$ cat config.mk
export PLATFORM = sky130hd
export DESIGN_NAME = fir_mac_seq
export DESIGN_NICKNAME = d
export VERILOG_FILES = /design/src/rtl/fir_pkg.sv /design/src/rtl/fir_mac_slice.sv /design/src/rtl/fir_mac_seq.sv
export SDC_FILE = /design/constraint.sdc
export NUM_CORES = 1
export LEC_CHECK = 0
export BUFFER_PORTS_ARGS = -buffer_cell sky130_fd_sc_hd__buf_2
export CAP_MARGIN = 5
export CORE_ASPECT_RATIO = 1.25
export CORE_UTILIZATION = 24
export DETAILED_ROUTE_END_ITERATION = 16
export GPL_ROUTABILITY_DRIVEN = 0
export GPL_TIMING_DRIVEN = 0
export PLACE_DENSITY_LB_ADDON = 0.2
export SLEW_MARGIN = 40
export SYNTH_ARGS = -nofsm -noshare
export SYNTH_HDL_FRONTEND = slang
export SYNTH_HIERARCHICAL = 1
export SYNTH_SLANG_ARGS = --single-unit
$ cat constraint.sdc
create_clock -name Clk -period 8.2 [get_ports Clk]
set_input_delay 1.23 -clock Clk [delete_from_list [all_inputs] [get_ports Clk]]
set_output_delay 1.23 -clock Clk [all_outputs]
set_load 0.02 [all_outputs]
$ cat src/rtl/fir_pkg.sv
`default_nettype none
// ============================================================================
// Module   : fir_pkg
// Brief    : Shared widths, tap coefficients, FSM states and ring-pointer helpers
//            for the time-multiplexed 13-tap symmetric high-pass FIR.
// Revision : 1.0 - initial release
// ============================================================================
package fir_pkg;

    localparam int NTAPS = 13;
    localparam int XW    = 8;
    localparam int CW    = 13;
    localparam int OW    = 14;
    localparam int SHIFT = 6;
    localparam int PTRW  = $clog2(NTAPS);

    localparam logic signed [CW-1:0] FIR_H [NTAPS] = '{
        13'sd10,   13'sd37,   13'sd59,   -13'sd72,  -13'sd477, -13'sd988, 13'sd2863,
        -13'sd988, -13'sd477, -13'sd72,  13'sd59,   13'sd37,   13'sd10
    };

    typedef enum logic [1:0] {
        IDLE = 2'd0,
        ACC  = 2'd1,
        OUT  = 2'd2
    } fir_state_e;

    localparam logic [PTRW-1:0] PTR_LAST = PTRW'(NTAPS - 1);

    function automatic logic [PTRW-1:0] ptr_inc(input logic [PTRW-1:0] p);
        return (p == PTR_LAST) ? '0 : p + 1'b1;
    endfunction

    function automatic logic [PTRW-1:0] ptr_dec(input logic [PTRW-1:0] p);
        return (p == '0) ? PTR_LAST : p - 1'b1;
    endfunction

endpackage
`default_nettype wire

$ cat src/rtl/fir_mac_slice.sv
`default_nettype none
// ============================================================================
// Module   : fir_mac_slice
// Brief    : One MAC step: acc + floor(h*x / 2^SHIFT), wrapping at OW bits.
// Revision : 1.0 - initial release
// ============================================================================
module fir_mac_slice
    import fir_pkg::*;
(
    input  logic signed [CW-1:0] i_h,
    input  logic signed [XW-1:0] i_x,
    input  logic        [OW-1:0] i_acc,
    output logic        [OW-1:0] o_sum
);

    logic signed [CW+XW-1:0] w_prod;
    logic        [OW-1:0]    w_term;
    logic                    w_unused_bits;

    assign w_prod = i_h * i_x;
    // Arithmetic truncation of the low bits gives floor division for negatives.
    assign w_term = w_prod[SHIFT +: OW];
    assign o_sum  = i_acc + w_term;

    assign w_unused_bits = ^{w_prod[CW+XW-1 : SHIFT+OW], w_prod[SHIFT-1:0]};

endmodule
`default_nettype wire

$ cat src/rtl/fir_mac_seq.sv
`default_nettype none
// ============================================================================
// Module   : fir_mac_seq
// Brief    : Single-multiplier sequencer for the 13-tap symmetric FIR with
//            valid/ready handshakes on input and output.
// Revision : 1.0 - initial release
// ============================================================================
module fir_mac_seq
    import fir_pkg::*;
(
    input  logic                 Clk,
    input  logic                 Rst_n,
    input  logic                 Clear,
    input  logic                 In_valid,
    output logic                 In_ready,
    input  logic signed [XW-1:0] Xin,
    output logic                 Out_valid,
    input  logic                 Out_ready,
    output logic signed [OW-1:0] Out,
    output logic                 Busy
);

    fir_state_e              r_state;
    fir_state_e              w_state_nxt;
    logic signed [XW-1:0]    r_buf [NTAPS];
    logic        [PTRW-1:0]  r_wr_ptr;
    logic        [PTRW-1:0]  r_rd_ptr;
    logic        [PTRW-1:0]  r_tap;
    logic        [OW-1:0]    r_acc;
    logic        [OW-1:0]    r_out;
    logic        [OW-1:0]    w_sum;
    logic                    w_accept;

    fir_mac_slice u_mac (
        .i_h   (FIR_H[r_tap]),
        .i_x   (r_buf[r_rd_ptr]),
        .i_acc (r_acc),
        .o_sum (w_sum)
    );

    assign w_accept = In_valid & In_ready;
    assign Out      = r_out;

    always_ff @(posedge Clk or negedge Rst_n) begin
        if (!Rst_n) begin
            r_state <= IDLE;
        end else begin
            r_state <= w_state_nxt;
        end
    end

    always_comb begin
        w_state_nxt = r_state;
        In_ready    = 1'b0;
        Out_valid   = 1'b0;
        Busy        = 1'b0;
        case (r_state)
            IDLE: begin
                In_ready = 1'b1;
                if (In_valid) begin
                    w_state_nxt = ACC;
                end
            end
            ACC: begin
                Busy = 1'b1;
                if (r_tap == PTR_LAST) begin
                    w_state_nxt = OUT;
                end
            end
            OUT: begin
                Out_valid = 1'b1;
                In_ready  = Out_ready;
                if (Out_ready) begin
                    w_state_nxt = In_valid ? ACC : IDLE;
                end
            end
            default: w_state_nxt = IDLE;
        endcase
        // Flush dominates any handshake offered in the same cycle.
        if (Clear) begin
            In_ready    = 1'b0;
            w_state_nxt = IDLE;
        end
    end

    always_ff @(posedge Clk or negedge Rst_n) begin
        if (!Rst_n) begin
            for (int i = 0; i < NTAPS; i++) begin
                r_buf[i] <= '0;
            end
            r_wr_ptr <= '0;
            r_rd_ptr <= '0;
            r_tap    <= '0;
            r_acc    <= '0;
            r_out    <= '0;
        end else if (Clear) begin
            for (int i = 0; i < NTAPS; i++) begin
                r_buf[i] <= '0;
            end
            r_wr_ptr <= '0;
        end else if (w_accept) begin
            // Read pointer starts on the slot just written so tap 0 is newest.
            r_buf[r_wr_ptr] <= Xin;
            r_rd_ptr        <= r_wr_ptr;
            r_wr_ptr        <= ptr_inc(r_wr_ptr);
            r_tap           <= '0;
            r_acc           <= '0;
        end else if (r_state == ACC) begin
            r_acc    <= w_sum;
            r_rd_ptr <= ptr_dec(r_rd_ptr);
            if (r_tap == PTR_LAST) begin
                r_out <= w_sum;
            end else begin
                r_tap <= r_tap + 1'b1;
            end
        end
    end

endmodule
`default_nettype wire
==> run_summary.xml <==
<?xml version="1.0" encoding="UTF-8"?>
<metrics>
  <group name="clock_tree">
    <metric name="cts_root_buf" unit="">clkbuf_16</metric>
    <metric name="cts_clock_pin_slew_for_the_worst_setup_and_hold_paths" unit="ns">0.07</metric>
    <metric name="cts-htree-levels" unit="">4</metric>
    <metric name="worstSkewPairLatency" unit="ns">0.45</metric>
    <metric name="cts_buffers" unit="">17</metric>
    <metric name="max-clock-path-buffers" unit="">2</metric>
    <metric name="cts_hold_buffers" unit="">0</metric>
    <metric name="cts_tree" unit="">yes</metric>
    <metric name="clkSinkCount" unit="">146</metric>
  </group>
  <group name="setup_path">
    <metric name="timing.critical_path.from_type" unit="">flip-flop</metric>
    <metric name="cp_data_required_time" unit="ns">8.53</metric>
    <metric name="setup.worst_path.end_class" unit="">flip-flop</metric>
    <metric name="cp.arrival" unit="ns">8.12</metric>
    <metric name="crit-reg2reg-launch" unit="">r_rd_ptr[0]$_DFFE_PN0P_</metric>
    <metric name="timing.reg2reg.setup_slack" unit="ns">0.41</metric>
    <metric name="cpPeakStageDelay" unit="ns">0.52</metric>
    <metric name="worstPathMaxFanout" unit="">13</metric>
    <metric name="rr_worst_depth" unit="">29</metric>
    <metric name="criticalPathCategory" unit="">flip-flop to flip-flop</metric>
    <metric name="timing.critical_path.from" unit="">r_rd_ptr[0]$_DFFE_PN0P_</metric>
    <metric name="cp_top_family" unit="">adder cells</metric>
    <metric name="worst-path-stages" unit="">29</metric>
    <metric name="critPathSlowestCell" unit="">fa_1</metric>
    <metric name="critPathMostFrequentCell" unit="">fa_1</metric>
    <metric name="worstReg2RegEnd" unit="">Out[13]$_DFFE_PN0P_</metric>
    <metric name="worstPathBufferInverterCount" unit="">4</metric>
  </group>
  <group name="synthesis">
    <metric name="netlist_area" unit="mm^2">0.0114</metric>
    <metric name="postSynth.asyncResetShare" unit="">1.00</metric>
    <metric name="postSynthRegisterBits" unit="">146</metric>
    <metric name="yosysSeqAreaShare" unit="">0.322</metric>
    <metric name="count_of_flip_flops_with_a_built_in_enable_after_synthesis" unit="">0</metric>
    <metric name="post_syn_instances" unit="">1148</metric>
    <metric name="synth.lib_cells_used.distinct" unit="">59</metric>
    <metric name="yosys.cell_count.top_type" unit="">nor2_1</metric>
    <metric name="syn_avg_cell_area" unit="um^2">9.89</metric>
    <metric name="post_synth_main_area_contributors" unit="">dfrtp_1 (32%), fa_1 (14%), mux2i_1 (12%), ha_1 (6.8%), nor2_1 (5.0%)</metric>
    <metric name="synth_flop_cell" unit="">dfrtp_1</metric>
    <metric name="synth_top_cells_by_count" unit="">nor2_1 (151), dfrtp_1 (146), mux2i_1 (140)</metric>
    <metric name="synth.largest_area_cell" unit="">dfrtp_1</metric>
    <metric name="ys.warnings.count" unit="">6</metric>
    <metric name="netlist.area_leader.share" unit="">0.322</metric>
  </group>
  <group name="grt">
    <metric name="initial_antenna_violation_count" unit="">1</metric>
    <metric name="grt_start_max_net_pins" unit="">59</metric>
    <metric name="grt_pass1_vias" unit="">8640</metric>
    <metric name="first_pass_grt_wire_length" unit="um">50300</metric>
    <metric name="globalRouteTotalUtil" unit="">0.138</metric>
    <metric name="grt_overflow_total" unit="">0</metric>
  </group>
  <group name="die">
    <metric name="die_w" unit="um">197</metric>
    <metric name="placeableCoreArea" unit="mm^2">0.0465</metric>
    <metric name="rows" unit="">88</metric>
    <metric name="ioPinCount" unit="">30</metric>
    <metric name="die_height" unit="um">245</metric>
    <metric name="effective_utilization_at_floorplan" unit="">0.244</metric>
    <metric name="fp.dieArea" unit="mm^2">0.0482</metric>
  </group>
  <group name="routing">
    <metric name="detailed_routing_iteration_count_for_the_pre_antenna_repair_pass" unit="">5</metric>
    <metric name="wl_per_cell" unit="um">16.7</metric>
    <metric name="remaining_drc_errors" unit="">0</metric>
    <metric name="dr_vias" unit="">8053</metric>
    <metric name="drt_iter0_markers" unit="">369</metric>
    <metric name="detail_route.wirelength" unit="um">30900</metric>
    <metric name="detail_route.vias_per_cell" unit="">4.36</metric>
    <metric name="ant_nets" unit="">0</metric>
  </group>
  <group name="placement">
    <metric name="dp_worst_setup_slack" unit="ns">-0.554</metric>
    <metric name="post_dp_hpwl" unit="um">23500</metric>
    <metric name="port_buffers" unit="">28</metric>
  </group>
  <group name="final_layout">
    <metric name="fill_cells" unit="">4976</metric>
    <metric name="area_growth_syn_to_layout" unit="%">15.5</metric>
    <metric name="number_of_antenna_diodes" unit="">0</metric>
    <metric name="postLayoutCoreUtil" unit="">0.282</metric>
    <metric name="share_of_post_route_cells_with_drive_strength_above_1" unit="">0.132</metric>
    <metric name="design.final.nets" unit="">1359</metric>
  </group>
  <group name="hold_path">
    <metric name="min-delay-path-class" unit="">flip-flop to flip-flop</metric>
    <metric name="worstHoldPathCells" unit="">1</metric>
    <metric name="hold_path_startpoint" unit="">Out[1]$_DFFE_PN0P_</metric>
    <metric name="hold_path_end" unit="">Out[1]$_DFFE_PN0P_</metric>
  </group>
  <group name="sta">
    <metric name="final_min_period_over_clock_period" unit="">0.950</metric>
    <metric name="finalClockSkew" unit="ns">0.0143</metric>
    <metric name="max_slew.worst_pin.slew" unit="ns">0.768</metric>
    <metric name="setup_viol" unit="">0</metric>
    <metric name="fmaxAchievable" unit="MHz">128</metric>
    <metric name="finalWorstPathRequiredPeriod" unit="ns">7.79</metric>
    <metric name="timing_max_transition_violations_final" unit="">0</metric>
    <metric name="timing.slew.headroom" unit="">0.488</metric>
    <metric name="rsz0062_at_grt" unit="">no</metric>
    <metric name="report.final.hold_viol_count" unit="">0</metric>
    <metric name="worst_case_setup_margin_in_the_final_layout" unit="ns">0.411</metric>
  </group>
  <group name="power">
    <metric name="peakVddDrop" unit="mV">0.146</metric>
    <metric name="power-per-cell-area" unit="mW/mm^2">148</metric>
    <metric name="leakage_power_total" unit="nW">6.97</metric>
  </group>
  <group name="run">
    <metric name="max-cap-violations" unit="">0</metric>
  </group>
  <group name="outcome">
    <metric name="status" unit="">finished clean</metric>
  </group>
</metrics>
cell type report:
cell class	count	area, um^2	share of cell area
plain buffers	54	264	0.0201
clock buffers	18	439	0.0335
clock inverters	13	175	0.0134
inverters	107	405	0.0309
multi-input cells	845	7170	0.547
flip-flops and latches	146	3650	0.279
well taps	630	788	0.0601
repair buffers	32	220	0.0168
registers in the layout, indices dropped and copies added, names as in the netlist:
| name | count |
|---|---|
| r_buf | 104 |
| r_wr_ptr | 4 |
| r_rd_ptr | 4 |
| Out | 14 |
| r_state | 2 |
| r_acc | 14 |
| r_tap | 4 |
worst register-to-register path, delay by kind of cell, from the launching register on:
family	cells	cell delay (ns)
and+or+nand+nor	7	1.44
AOI/OAI and AO/OA	7	1.57
buffers and inverters	4	0.59
adders and majority gates	6	2.73
DFF	1	0.32
xor gates and xnor gates	3	0.43
muxes	2	0.60
cell families (layout without fill, tap and decap cells):
logic type | after synthesis | after routing | synth area share
and+or+nand+nor | 371 | 371 | 0.163
muxes | 170 | 170 | 0.153
buffers and inverters | 164 | 224 | 0.0575
DFF | 146 | 146 | 0.322
adders and majority gates | 143 | 143 | 0.211
AOI/OAI and AO/OA | 121 | 121 | 0.0686
xor gates and xnor gates | 32 | 32 | 0.0247
other | 1 | 8 | 0.000330
per-layer routing:
metal  vias up  track usage  wire length, um
met3        20       0.0218              708
li1       3894            -                -
met1      4053        0.173            14100
met4         2       0.0299              248
met5         -            0                9
met2        84        0.246            15800
layout by cell type, fill, tap and decap left out, types with 10 or more instances in the layout:
cell / instances
nor2_1: 150
dfrtp_1: 146
mux2i_1: 139
inv_1: 105
fa_1: 81
and2_1: 74
nand2_1: 74
ha_1: 62
buf_2: 38
a21oi_1: 30
mux2_2: 30
clkbuf_1: 28
xnor2_1: 24
o21ai_0: 23
clkbuf_16: 17
nand4_2: 13
o22ai_1: 11
a211oi_1: 10
worst max path at each step:
stage | to | slack [ns]
floorplan | Out[13]$_DFFE_PN0P_ | 1.36
global placement | Out[13]$_DFFE_PN0P_ | -0.56
detailed placement | Out[13]$_DFFE_PN0P_ | -0.55
CTS | Out[13]$_DFFE_PN0P_ | 0.01
global route | Out[13]$_DFFE_PN0P_ | 0.01
finish | Out[13]$_DFFE_PN0P_ | 0.41
through the flow:
stage,cell area (um^2),hold slack [ns],std cells,setup TNS [ns],power (mW)
after floorplan,11400,0.484,1155,0,0.983
after global placement,12300,0.489,1813,-5.10,1.11
after detailed placement,12400,0.491,1815,-4.78,1.12
after CTS,13000,0.505,1846,0,1.97
after global routing,13100,0.524,1845,0,2.04
final,13100,0.499,1845,0,1.94
repair_timing:
| item | in CTS | in global routing |
|---|---|---|
| buffers inserted | 0 | 2 |
| endpoints found under the hold margin | 0 | 0 |
| endpoints found under the setup margin | 15 | 9 |
| gates resized for setup | 12 | 22 |
| pin swaps | 0 | 1 |
power by group:
| group | total, mW | switching [mW] | internal, mW | leakage (nW) |
|---|---|---|---|---|
| logic | 0.362 | 0.243 | 0.119 | 4.64 |
| registers | 0.746 | 0.0108 | 0.735 | 2.03 |
| clock network | 0.828 | 0.336 | 0.492 | 0.300 |
| total | 1.94 | 0.590 | 1.35 | 6.97 |
Power figures use the tool's default switching activity.
